==> src/rtl/piano_pkg.sv <==
// Shared constants and types for the piano voice scheduler.
// Latency: n/a (types and constants only).
// Backpressure: n/a.
package piano_pkg;

   localparam int NUM_KEYS = 48;
   localparam int KEY_W    = 6;

   // Index one past the last key marks a voice that has no key.
   localparam logic [KEY_W-1:0] KEY_NONE = KEY_W'(NUM_KEYS);

   typedef enum logic [1:0] {
      S_SCAN  = 2'd0,
      S_ALLOC = 2'd1,
      S_FREE  = 2'd2
   } state_t;

   typedef struct packed {
      logic             on;
      logic [KEY_W-1:0] key;
   } voice_t;

   // Scan pointer successor: walk 0..NUM_KEYS-1, then wrap to 0.
   function automatic logic [KEY_W-1:0] next_key_idx(input logic [KEY_W-1:0] idx);
      if (idx == KEY_W'(NUM_KEYS - 1)) begin
         return '0;
      end
      return idx + KEY_W'(1);
   endfunction

endpackage

==> src/rtl/voice_allocator_lru_tracker.sv <==
// LRU rank keeper: one rank per voice, always a permutation; rank NUM_VOICES-1 is the victim.
// Latency: touch/clear take effect on the next edge; victim_idx is combinational from the ranks.
// Backpressure: none; a touch is accepted every cycle.
module lru_tracker #(
   parameter int NUM_VOICES = 4,
   parameter int IDX_W      = $clog2(NUM_VOICES)
) (
   input  logic             clk,
   input  logic             reset,
   input  logic             touch,
   input  logic [IDX_W-1:0] touch_idx,
   input  logic             clear,
   output logic [IDX_W-1:0] victim_idx
);

   logic [IDX_W-1:0] rank [NUM_VOICES];
   logic [IDX_W-1:0] touched_rank;

   assign touched_rank = rank[touch_idx];

   // Rank update: touched voice becomes newest, everything newer than it ages by one.
   always_ff @(posedge clk or posedge reset) begin
      if (reset) begin
         for (int v = 0; v < NUM_VOICES; v++) begin
            rank[v] <= IDX_W'(v);
         end
      end else if (clear) begin
         for (int v = 0; v < NUM_VOICES; v++) begin
            rank[v] <= IDX_W'(v);
         end
      end else if (touch) begin
         for (int v = 0; v < NUM_VOICES; v++) begin
            if (IDX_W'(v) == touch_idx) begin
               rank[v] <= '0;
            end else if (rank[v] < touched_rank) begin
               rank[v] <= rank[v] + IDX_W'(1);
            end
         end
      end
   end

   // Victim lookup: the voice holding the oldest rank.
   always_comb begin
      victim_idx = '0;
      for (int v = 0; v < NUM_VOICES; v++) begin
         if (rank[v] == IDX_W'(NUM_VOICES - 1)) begin
            victim_idx = IDX_W'(v);
         end
      end
   end

endmodule

==> src/rtl/voice_allocator.sv <==
// Polyphonic voice scheduler: scans one key per cycle, maps held keys onto NUM_VOICES tone generators.
// Latency: outputs registered, change visible the cycle after S_ALLOC/S_FREE; press-to-voice <= NUM_KEYS+1 cycles.
// Backpressure: enable=0 freezes the scan (voices hold); clear releases all voices. Option macro: VOICE_ALLOC_STEAL_EN.
module voice_allocator
   import piano_pkg::*;
#(
   parameter int NUM_VOICES = 4
) (
   input  logic                        clk,
   input  logic                        reset,
   input  logic [NUM_KEYS-1:0]         keys,
   input  logic                        enable,
   input  logic                        clear,
   output logic [NUM_VOICES*KEY_W-1:0] voice_key,
   output logic [NUM_VOICES-1:0]       voice_on,
   output logic                        voice_upd,
   output logic                        dropped
);

   localparam int VIDX_W = $clog2(NUM_VOICES);

   state_t              state;
   state_t              state_nxt;
   logic [KEY_W-1:0]    scan_idx;
   logic                idx_adv;
   logic [NUM_KEYS-1:0] prev;

   voice_t              voices     [NUM_VOICES];
   voice_t              voices_nxt [NUM_VOICES];
   logic                upd_nxt;
   logic                drop_nxt;

   logic                key_now;
   logic                key_prev;
   logic                press;
   logic                release_evt;

   logic [NUM_VOICES-1:0] hit_vec;
   logic                  hit_any;
   logic                  any_on;
   logic                  free_found;
   logic [VIDX_W-1:0]     free_idx;

`ifdef VOICE_ALLOC_STEAL_EN
   logic                  touch;
   logic [VIDX_W-1:0]     touch_idx;
   logic [VIDX_W-1:0]     victim_idx;

   // Ranks only influence which voice gets stolen, so they exist only when stealing does.
   lru_tracker #(
      .NUM_VOICES (NUM_VOICES),
      .IDX_W      (VIDX_W)
   ) u_lru (
      .clk        (clk),
      .reset      (reset),
      .touch      (touch),
      .touch_idx  (touch_idx),
      .clear      (clear),
      .victim_idx (victim_idx)
   );
`endif

   assign key_now     = keys[scan_idx];
   assign key_prev    = prev[scan_idx];
   assign press       = key_now & ~key_prev;
   assign release_evt = ~key_now & key_prev;

   // Voice lookup: who already holds the scanned key, and the lowest-index idle voice.
   always_comb begin
      hit_vec    = '0;
      any_on     = 1'b0;
      free_found = 1'b0;
      free_idx   = '0;
      for (int v = 0; v < NUM_VOICES; v++) begin
         hit_vec[v] = voices[v].on && (voices[v].key == scan_idx);
         any_on     = any_on | voices[v].on;
      end
      for (int v = NUM_VOICES - 1; v >= 0; v--) begin
         if (!voices[v].on) begin
            free_found = 1'b1;
            free_idx   = VIDX_W'(v);
         end
      end
   end

   assign hit_any = |hit_vec;

   // Next-state logic: an event parks the pointer for one service cycle, otherwise it advances.
   always_comb begin
      state_nxt = state;
      idx_adv   = 1'b0;
      case (state)
         S_SCAN: begin
            if (enable) begin
               if (press) begin
                  state_nxt = S_ALLOC;
               end else if (release_evt) begin
                  state_nxt = S_FREE;
               end else begin
                  idx_adv = 1'b1;
               end
            end
         end
         S_ALLOC, S_FREE: begin
            // Service cycles always finish, even if enable dropped meanwhile.
            state_nxt = S_SCAN;
            idx_adv   = 1'b1;
         end
         default: begin
            state_nxt = S_SCAN;
         end
      endcase
   end

   // Voice table update for the current service cycle; clear overrides everything.
   always_comb begin
      for (int v = 0; v < NUM_VOICES; v++) begin
         voices_nxt[v] = voices[v];
      end
      upd_nxt  = 1'b0;
      drop_nxt = 1'b0;
`ifdef VOICE_ALLOC_STEAL_EN
      touch     = 1'b0;
      touch_idx = '0;
`endif
      if (clear) begin
         for (int v = 0; v < NUM_VOICES; v++) begin
            voices_nxt[v] = '{on: 1'b0, key: KEY_NONE};
         end
         upd_nxt = any_on;
`ifdef VOICE_ALLOC_STEAL_EN
         touch   = 1'b0;
`endif
      end else if (state == S_ALLOC) begin
         // A key that already owns a voice keeps it; nothing changes.
         if (!hit_any) begin
            if (free_found) begin
               voices_nxt[free_idx] = '{on: 1'b1, key: scan_idx};
               upd_nxt              = 1'b1;
`ifdef VOICE_ALLOC_STEAL_EN
               touch                = 1'b1;
               touch_idx            = free_idx;
`endif
            end else begin
`ifdef VOICE_ALLOC_STEAL_EN
               voices_nxt[victim_idx] = '{on: 1'b1, key: scan_idx};
               upd_nxt                = 1'b1;
               touch                  = 1'b1;
               touch_idx              = victim_idx;
`else
               drop_nxt               = 1'b1;
`endif
            end
         end
      end else if (state == S_FREE) begin
         // A stolen key finds no voice here and its release is silent.
         for (int v = 0; v < NUM_VOICES; v++) begin
            if (hit_vec[v]) begin
               voices_nxt[v] = '{on: 1'b0, key: KEY_NONE};
               upd_nxt       = 1'b1;
            end
         end
      end
   end

   // Scan pointer, key snapshot and FSM state.
   always_ff @(posedge clk or posedge reset) begin
      if (reset) begin
         state    <= S_SCAN;
         scan_idx <= '0;
         prev     <= '0;
      end else if (clear) begin
         // Snapshot current levels so keys held across clear need a fresh press.
         state    <= S_SCAN;
         scan_idx <= '0;
         prev     <= keys;
      end else begin
         state <= state_nxt;
         if (idx_adv) begin
            scan_idx <= next_key_idx(scan_idx);
         end
         // Snapshot follows the level seen at detection, even for dropped presses.
         if (state == S_ALLOC) begin
            prev[scan_idx] <= 1'b1;
         end else if (state == S_FREE) begin
            prev[scan_idx] <= 1'b0;
         end
      end
   end

   // Registered voice table and event pulses.
   always_ff @(posedge clk or posedge reset) begin
      if (reset) begin
         for (int v = 0; v < NUM_VOICES; v++) begin
            voices[v] <= '{on: 1'b0, key: KEY_NONE};
         end
         voice_upd <= 1'b0;
         dropped   <= 1'b0;
      end else begin
         for (int v = 0; v < NUM_VOICES; v++) begin
            voices[v] <= voices_nxt[v];
         end
         voice_upd <= upd_nxt;
         dropped   <= drop_nxt;
      end
   end

   for (genvar g = 0; g < NUM_VOICES; g++) begin : g_out
      assign voice_key[g*KEY_W +: KEY_W] = voices[g].key;
      assign voice_on[g]                 = voices[g].on;
   end

endmodule
==> config.mk <==
export PLATFORM = sky130hd
export DESIGN_NAME = voice_allocator
export DESIGN_NICKNAME = d
export VERILOG_FILES = /design/src/rtl/piano_pkg.sv /design/src/rtl/voice_allocator_lru_tracker.sv /design/src/rtl/voice_allocator.sv
export SDC_FILE = /design/constraint.sdc
export NUM_CORES = 1
export LEC_CHECK = 0
export CAP_MARGIN = 30
export CORE_ASPECT_RATIO = 0.9
export CORE_MARGIN = 3
export CORE_UTILIZATION = 50
export CTS_CLUSTER_DIAMETER = 40
export DETAILED_ROUTE_END_ITERATION = 12
export PLACE_DENSITY = 0.75
export SLEW_MARGIN = 20
export SYNTH_ARGS = -nofsm -noshare
export SYNTH_HDL_FRONTEND = slang
export SYNTH_HIERARCHICAL = 1
export SYNTH_SLANG_ARGS = --single-unit
==> constraint.sdc <==
create_clock -name clk -period 5.5 [get_ports clk]
set_input_delay 1.1 -clock clk [delete_from_list [all_inputs] [get_ports clk]]
set_output_delay 1.1 -clock clk [all_outputs]
set_load 0.02 [all_outputs]
==> results of run 1 <==
## Yosys cell counts, drive strengths merged, types with 4 or more instances
cell type	instances
nor3b	6
a22o	24
mux2i	8
nand3	9
dfrtp	78
dfstp	8
and3	6
a21o	24
clkbuf	37
a41o	7
nand2	50
nand4	5
nor4	8
xor2	13
ha	7
a22oi	39
buf	19
a31oi	7
a222oi	4
a21oi	40
xnor2	13
inv	45
nor2	22
or3	5
a221oi	39
nor3	10
o21ai	25
## cells by family (layout without fill, tap and decap cells)
group                    after synthesis  count (layout)
AO/OA/AOI/OAI                        225             225
multiplexers                          13              13
buffers and inverters                102             160
AND/OR/NAND/NOR                      136             136
XOR/XNOR                              26              26
flip-flops                            86              86
adder cells (fa/ha/maj)                7               7
## power by group
group | switching [uW] | total (uW) | internal (uW)
registers | 93.8 | 815 | 722
logic | 405 | 712 | 306
clock network | 271 | 638 | 367
total | 770 | 2170 | 1390
## worst reg2reg max path, stage by stage (launching register included)
cell,delay (ns)
dfrtp_1,0.72
buf_4,0.31
and3b_1,0.46
a22o_1,0.35
a221oi_2,0.17
a31oi_1,0.10
or4_1,0.56
or3_1,0.39
ha_1,0.28
a31oi_1,0.08
nor2_1,0.43
nand2_1,0.10
mux2i_1,0.14
a22oi_1,0.12
nor2_1,0.14
## routing by layer
metal,share of wire,GRT usage,routed length (um)
met5,0,0,0
met4,0.024,0.09723,386
met3,0.087,0.05236,1391
met2,0.47,0.4174,7465
met1,0.42,0.3590,6758
## how the worst min path moves through the flow
stage	from	to	slack, ns
after floorplan	voice_key[16]	voice_key[16]	0.51
after global placement	voice_key[17]	voice_key[17]	0.48
after detailed placement	voice_key[10]	voice_key[10]	0.48
after CTS	voice_key[23]	voice_key[23]	0.49
after global routing	voice_key[16]	voice_key[16]	0.51
final	voice_key[4]	voice_key[4]	0.49
## stage by stage
stage          cell area, sq um  total power, uW    util  setup slack, ns
5_1_grt                    6580             2262  0.6340           0.7829
6_report                   6580             2165  0.6340            1.087
2_1_floorplan              5385             1281       -            2.104
3_5_place_dp               6255             1519  0.6027            1.172
3_3_place_gp               6240             1495  0.6012            1.226
4_1_cts                    6565             2156  0.6326            1.142
## layout make-up
type | instances | area [sq um] | area share
clock buffers | 10 | 239.0 | 0.03632
inverters | 46 | 173.9 | 0.02643
multi-input cells | 407 | 2824 | 0.4292
flip-flops and latches | 86 | 2162 | 0.3286
clock inverters | 6 | 71.32 | 0.01084
well taps | 129 | 161.4 | 0.02453
repair buffers | 98 | 948.4 | 0.1441
==> results.yml, run 1 <==
status:
  status: "complete, no violations"
die:
  die-area_sq_mm: 0.01205
  rows: 35
  ios: 82
  initial_core_util: 0.5189
  die_height_um: 104.5
  core_sq_mm: 0.01038
  die_w_um: 115.4
critical_path:
  reg2reg_to: "scan_idx[5]"
  cp_max_fo: 19
  slowest_delay_ns: 0.72
  critPathBufInv: 1
  crit_chain: "buf_4 > and3b_1 > a22o_1 > a221oi_2 > a31oi_1 > or4_1 > or3_1 > ha_1 > a31oi_1 > nor2_1 > nand2_1 > mux2i_1 > a22oi_1 > nor2_1"
  crit_start: "scan_idx[0]"
  worst-setup-path-type: "reg -> reg"
  cp_data_arrival_time_ns: 4.69
  cp.depth: 14
  cp-endpoint: "scan_idx[5]"
  r2r_cells: 14
  required_ns: 5.77
  critPathTopFamily: "simple AND/OR/NAND/NOR gates"
  start_kind: "flip-flop"
  cp_slowest_cell: "dfrtp_1"
  endpoint_kind: "flip-flop"
  r2r_start: "scan_idx[0]"
  reg2reg_slack_ns: 1.09
logic_synthesis:
  synth_nets: 654
  synth_adder_area_share: 0.01626
  synth.avg_cell_area_sq_um: 9.051
  yosys.area.top_type: "dfrtp_1"
  synthFlopType: "dfrtp_1"
  ys_ff_latch: 86
  synth_top_area_frac: 0.3625
  synthArstFlopShare: 1.000
  synth_cell_types: 55
  netlist_instances: 595
  synth-edff-count: 0
  synth_compound_area_frac: 0.3058
  syn-cell-area_sq_mm: 0.005385
  synth.area.top_cells: "dfrtp_1 36%, a221oi_1 6.2%, a22oi_1 5.4%"
  yosys_warnings: 6
  muxShareOfSynthArea: 0.02951
  synth_top_family_by_area: "compound AO/OA/AOI/OAI gates"
  yosys.area_share.simple: 0.1269
  synth_xor_area_frac: 0.04229
  synth-seq-area-share: 0.4015
clock_network:
  cts_buffers: 9
  numClockSinks: 86
  cts_tree: "built"
  hold_buffers: 0
  post_cts_resized: 0
  clk_pin_slew_worst_paths_ns: 0.07
  htreeDepth: 3
  postCtsSetupRepairBufs: 0
  cts-root-buf: "clkbuf_16"
  clk_latency_ns: 0.34
  cts_max_path_buffers: 2
job:
  drv_cap: 0
layout:
  layout_common_cells: "80 x clkdlybuf4s50_1, 78 x dfrtp_1, 50 x nand2_1"
  finalNetCount: 707
  drive_above_1_share: 0.08882
  area_growth_pct: 22.19
  finalNonFillerCells: 782
  antenna_cells: 0
  layout_commonest_cell: "clkdlybuf4s50_1"
  fillers: 883
timing:
  max_freq_mhz: 226.6
  skew_ns: 0.007259
  finalCritPeriodShare: 0.8023
  tns_ns: 0
  setup_viol: 0
  min_period_ns: 4.413
  maxSlewHeadroom: 0.3140
  finalHoldWorstSlack_ns: 0.4912
  rsz0062_at_grt: "no"
  worstMarginPinSlew_ns: 1.020
  hold_viol_final: 0
  slew_viol_final: 0
power_and_ir_drop:
  power_density_mw_per_mm2: 329.0
  vdd_ir_drop_max_mv: 0.2279
  p_leak_uw: 0.002926
global_route:
  grtUsageTotal: 0.2647
  grt_pass1_vias: 4974
  antenna_found_initial: 0
  grt_overflow: 0
  grt_pass1_wl_mm: 25.54
  grt_max_degree: 60
detailed_routing:
  num_vias: 5141
  wirelength_mm: 16.00
  dr.pass1.iters: 6
  vias_per_cell: 6.574
  drc: 0
  avgRoutedWirePerCell_um: 20.46
  final_antenna_net_count: 0
  drt_iter0_markers: 633
hold_path:
  hold_depth: 2
  holdCritPathClass: "reg -> reg"
placement:
  hpwl_mm: 10.80
  routabilityCongestion: 0.8947
  place_inst: 765
  io_buffer_count: 81
Power figures use the tool's default switching activity.
==> run 2: changes to the inputs <==
==> constraint.sdc (replaced) <==
create_clock -name clk -period 4.31 [get_ports clk]
set_input_delay 0.862 -clock clk [delete_from_list [all_inputs] [get_ports clk]]
set_output_delay 0.862 -clock clk [all_outputs]
set_load 0.02 [all_outputs]
==> run 2 against run 1 <==
  * Final area up 2.4%
  * Non-clock buffer count increased by 19
  * Sequential power up 28%
  * Count of clock-buffer cells in the layout rose by 1
  * Global-route usage is 0.78 points higher
  * Fmax grew 13%
  * Power increased by 28%
  * Critical path depth decreased by 2
  * Worst hold slack gained 0.0040 ns
  * Final cell count increased by 2.4%
  * Die area unchanged
  * Clock skew rose by 0.0020 ns
==> results.yml, run 2 (synthesized netlist as in run 1, its figures left out) <==
critical_path:
  cp_max_fo: 19
  required_ns: 4.56
  cp_data_arrival_time_ns: 4.16
  slowest_delay_ns: 0.65
  cp_slowest_cell: "dfrtp_1"
  crit_chain: "and3_1 > a22o_1 > a221oi_1 > a31oi_1 > or4_1 > or3_1 > ha_1 > a31oi_1 > nor2_1 > buf_4 > a21oi_1 > a311oi_1"
  worst-setup-path-type: "reg -> reg"
  start_kind: "flip-flop"
  endpoint_kind: "flip-flop"
  path_common_cell: "a31oi_1"
detailed_routing:
  drc: 0
  wirelength_mm: 16.23
  num_vias: 5245
  drt_iter0_markers: 559
  final_antenna_net_count: 0
  avgRoutedWirePerCell_um: 20.27
  vias_per_cell: 6.548
  dr.pass1.iters: 5
layout:
  layout_common_cells: "80 x clkdlybuf4s50_1, 78 x dfrtp_1, 50 x nand2_1"
  seq_area_sq_mm: 0.002162
  finalNetCount: 726
  multi_input_area_sq_mm: 0.002824
  fillers: 872
  stdcell_area_sq_mm: 0.006736
  antenna_cells: 0
  drive_above_1_share: 0.1131
  finalNonFillerCells: 801
  layout_commonest_cell: "clkdlybuf4s50_1"
  area_growth_pct: 25.09
power_and_ir_drop:
  p_leak_uw: 0.003029
  vdd_ir_drop_max_mv: 0.3734
  power_density_mw_per_mm2: 412.6
placement:
  place_inst: 783
  dp_worst_setup_slack_ns: 0.4514
  placed_area_sq_mm: 0.006402
  routabilityCongestion: 0.8977
  io_buffer_count: 81
  hpwl_mm: 11.40
clock_network:
  cts_tree: "built"
  clk_latency_ns: 0.35
  post_cts_resized: 0
  postCtsSetupRepairBufs: 0
  cts-root-buf: "clkbuf_16"
  hold_buffers: 0
  cts_max_path_buffers: 2
  numClockSinks: 86
  clk_pin_slew_worst_paths_ns: 0.07
  htreeDepth: 3
  cts_buffers: 9
timing:
  tns_ns: 0
  finalCritPeriodShare: 0.9080
  setup_viol: 0
  worstMarginPinSlew_ns: 0.8077
  skew_ns: 0.009276
  rsz0062_at_grt: "no"
  slew_viol_final: 0
  min_period_ns: 3.913
  maxSlewHeadroom: 0.4596
  max_freq_mhz: 255.5
  setup_ws_ns: 0.3965
  hold_viol_final: 0
global_route:
  grt_pass1_vias: 5078
  grtUsageTotal: 0.2725
  antenna_found_initial: 0
  grt_pass1_wl_mm: 26.30
  grt_max_degree: 114
  grt_overflow: 0
die:
  die_height_um: 104.5
  rows: 35
  core_sq_mm: 0.01038
  ios: 82
  die_w_um: 115.4
  die-area_sq_mm: 0.01205
  initial_core_util: 0.5189
status:
  status: "complete, no violations"
hold_path:
  holdCritPathClass: "reg -> reg"
job:
  drv_cap: 0
run 2: path summary, 6_finish.rpt:
check	from	to	slack [ns]	depth (start not counted)
setup reg to reg	scan_idx[1]	scan_idx[3]	0.40	12
max in group asynchronous	reset	voice_key[5]	2.77	3
min in group asynchronous	reset	asynchronous set/reset pin	0.74	2
hold reg to reg	voice_key[17]	voice_key[17]	0.50	2
setup / recovery	scan_idx[1]	scan_idx[3]	0.40	12
hold / removal	voice_key[17]	voice_key[17]	0.50	2
run 2: routing by layer:
layer,routed length (um),share of wire,global-route usage
met1,6926,0.43,0.3763
met2,7766,0.48,0.4289
met3,1193,0.073,0.05003
met4,347,0.021,0.09220
met5,0,0,0
run 2: power by group:
part / switching, uW / internal (uW)
sequential: 120 / 921
combinational: 515 / 423
clock: 335 / 466
total: 970 / 1810
run 2: per-stage QoR:
stage                 util  hold WS (ns)  power, uW
floorplan                -        0.5136       1635
global placement    0.6154        0.4765       1937
detailed placement  0.6169        0.4847       1973
CTS                 0.6459        0.4970       2773
global route        0.6491        0.5040       2927
finish              0.6491        0.4952       2780
run 2: worst max-delay path: cells and delay by family, from the launching register on:
family | cells | cell delay [ns]
AND/OR/NAND/NOR | 4 | 1.59
adder cells (fa/ha/maj) | 1 | 0.28
AO/OA/AOI/OAI | 6 | 1.08
buffers and inverters | 1 | 0.20
flip-flops | 1 | 0.65
run 2: area by class of cell:
type | instances | share of cell area
inverter | 46 | 0.02582
multi-input combinational | 407 | 0.4192
sequential | 86 | 0.3210
tap | 129 | 0.02396
clock buffer | 11 | 0.03603
clock inverter | 5 | 0.008730
timing repair buffer | 117 | 0.1653
==> run 3: changes to the inputs <==
--- a/config.mk
+++ b/config.mk
@@ -5,13 +5,15 @@
 export SDC_FILE = /design/constraint.sdc
 export NUM_CORES = 1
 export LEC_CHECK = 0
+export ABC_AREA = 1
 export CAP_MARGIN = 30
 export CORE_ASPECT_RATIO = 0.9
 export CORE_MARGIN = 3
-export CORE_UTILIZATION = 50
+export CORE_UTILIZATION = 25
 export CTS_CLUSTER_DIAMETER = 40
 export DETAILED_ROUTE_END_ITERATION = 12
-export PLACE_DENSITY = 0.75
+export DONT_BUFFER_PORTS = 1
+export PLACE_DENSITY = 0.38
 export SLEW_MARGIN = 20
 export SYNTH_ARGS = -nofsm -noshare
 export SYNTH_HDL_FRONTEND = slang
==> run 3 against run 2 <==
  * Core utilization decreased by 37 points
  * Clock power increased by 3.1%
  * Global-route usage decreased by 9.6 points
  * Combinational power increased by 46%
  * Worst hold slack got worse by 0.00079 ns
  * Sequential power increased by 23%
  * Clock skew increased by 0.0018 ns
  * Synthesized cell count increased by 49%
  * Power increased by 25%
  * First-iteration DRC count decreased by 31%
  * Area after synthesis increased by 11%
  * Critical path type unchanged
  * Critical endpoint is now scan_idx[5]
  * Largest cell class unchanged
==> results.yml, run 3 <==
status:
  status: "complete, no violations"
detailed_routing:
  dr.pass1.iters: 4
  avgRoutedWirePerCell_um: 19.28
  drt_iter0_markers: 385
  wirelength_mm: 22.60
  drc: 0
  num_vias: 5795
  vias_per_cell: 4.945
  final_antenna_net_count: 0
logic_synthesis:
  yosys.area.top_type: "dfrtp_1"
  ys_ff_latch: 86
  synth_top_area_frac: 0.3260
  synth_cell_types: 37
  synth-edff-count: 0
  synth.area.top_cells: "dfrtp_1 33%, nand2_1 19%, nor2_1 8.7%"
  synthArstFlopShare: 1.000
  synth-seq-area-share: 0.3611
  netlist_instances: 889
  synth.avg_cell_area_sq_um: 6.735
  synth_most_common_cell: "nand2_1"
  synth_nets: 948
  netlist_top_cells_count: "300 x nand2_1, 138 x nor2_1, 78 x dfrtp_1, 55 x a21oi_1, 53 x o21ai_0"
  syn-cell-area_sq_mm: 0.005987
  synthFlopType: "dfrtp_1"
  yosys_warnings: 6
timing:
  max_freq_mhz: 293.2
  setup_viol: 0
  finalHoldWorstSlack_ns: 0.4944
  tns_ns: 0
  rsz0062_at_grt: "no"
  maxSlewHeadroom: 0.4661
  slew_viol_final: 0
  finalCritPeriodShare: 0.7913
  skew_ns: 0.01105
  worstMarginPinSlew_ns: 0.8009
  min_period_ns: 3.410
  setup_ws_ns: 0.8996
  hold_viol_final: 0
clock_network:
  clk_latency_ns: 0.35
  cts_max_path_buffers: 2
  htreeDepth: 3
  cts_buffers: 9
  postCtsSetupRepairBufs: 0
  cts-root-buf: "clkbuf_16"
  cts_tree: "built"
  clk_pin_slew_worst_paths_ns: 0.07
  numClockSinks: 86
  hold_buffers: 0
  post_cts_resized: 0
layout:
  antenna_cells: 0
  fillers: 2630
  area_growth_pct: 8.610
  drive_above_1_share: 0.09080
  layout_commonest_cell: "nand2_1"
  finalNetCount: 924
  layout_common_cells: "300 x nand2_1, 137 x nor2_1, 78 x dfrtp_1"
hold_path:
  holdCritPathClass: "in -> async"
critical_path:
  required_ns: 4.56
  critPathBufInv: 3
  slowest_delay_ns: 0.73
  reg2reg_slack_ns: 0.90
  r2r_start: "scan_idx[2]"
  cp_data_arrival_time_ns: 3.66
  r2r_cells: 18
  cp.depth: 18
  reg2reg_to: "scan_idx[5]"
  path_common_cell: "nand2_1"
  start_kind: "flip-flop"
  crit_chain: "inv_2 > nand3_4 > inv_2 > nand2_1 > nand2_1 > nor2_1 > nand2_1 > nand2_1 > nand2_1 > nor3_1 > ha_1 > a31o_2 > nand2_1 > nand2_1 > nand3_1 > nand2_1 > nand2_1 > inv_1"
  cp_slowest_cell: "dfrtp_1"
  cp_max_fo: 15
  worst-setup-path-type: "reg -> reg"
  critPathTopFamily: "simple AND/OR/NAND/NOR gates"
  endpoint_kind: "flip-flop"
die:
  ios: 82
  die-area_sq_mm: 0.02584
  rows: 53
  die_w_um: 169.1
  initial_core_util: 0.2550
  die_height_um: 152.8
  core_sq_mm: 0.02348
global_route:
  grt_overflow: 0
  antenna_found_initial: 0
  grt_pass1_vias: 5606
  grtUsageTotal: 0.1763
  grt_max_degree: 104
  grt_pass1_wl_mm: 35.47
placement:
  dp_worst_setup_slack_ns: 0.9054
  routabilityCongestion: 0.7874
  hpwl_mm: 16.10
  io_buffer_count: 0
power_and_ir_drop:
  vdd_ir_drop_max_mv: 0.1995
  p_leak_uw: 0.002914
  power_density_mw_per_mm2: 534.8
job:
  drv_cap: 0
run 3: changes by cell type after synthesis, moves of 14 or more:
cell / change
a21o_1: -24
nand4_1: +30
nor2_1: +116
inv_2: +14
a21oi_1: +15
o21ai_0: +28
a221oi_1: -37
a22o_1: -23
nand2_1: +250
run 3: layout make-up:
class | count | area, sq um | share of cell area
clock inverter | 5 | 60.06 | 0.009236
timing repair buffer | 10 | 75.07 | 0.01155
clock buffer | 11 | 242.7 | 0.03733
tap | 302 | 377.9 | 0.05811
inverter | 60 | 229.0 | 0.03521
multi-input combinational | 698 | 3356 | 0.5161
sequential | 86 | 2162 | 0.3325
run 3: report_power, final:
group	total [uW]	switching (uW)	internal [uW]	leakage [uW]
logic	1370	943	424	0.00172
registers	1280	242	1040	0.00105
clock network	826	359	467	0.000146
run 3: routing by layer:
layer	part of all wire	vias to the layer above	track usage
li1	-	2905	-
met4	0.0090	0	0.03621
met2	0.43	124	0.2635
met3	0.053	13	0.03620
met1	0.51	2753	0.2628
met5	0	-	0
run 3: cells by family (layout without fill, tap and decap cells):
family,count (synthesis),after routing,synth area share
simple gates,530,530,0.3879
compound gates,160,160,0.1561
buf+inv,105,86,0.07879
flops,86,86,0.3611
fa+ha+maj,7,7,0.01463
xor+xnor,1,1,0.001463
run 3: how the worst max path moves through the flow:
stage,start,end
5_1_grt,scan_idx[2],scan_idx[5]
2_1_floorplan,reset,asynchronous set/reset pin
6_report,scan_idx[2],scan_idx[5]
3_3_place_gp,scan_idx[2],scan_idx[5]
4_1_cts,scan_idx[2],scan_idx[3]
3_5_place_dp,scan_idx[2],scan_idx[5]
run 3: stage by stage:
stage,utilization,area (sq um),std cells,power (uW)
final,0.2770,6502,1172,3477
after global routing,0.2770,6502,1172,3761
after CTS,0.2770,6502,1172,3527
after detailed placement,0.2641,6200,1156,2675
after global placement,0.2641,6200,1156,2681
after floorplan,-,5987,889,2308
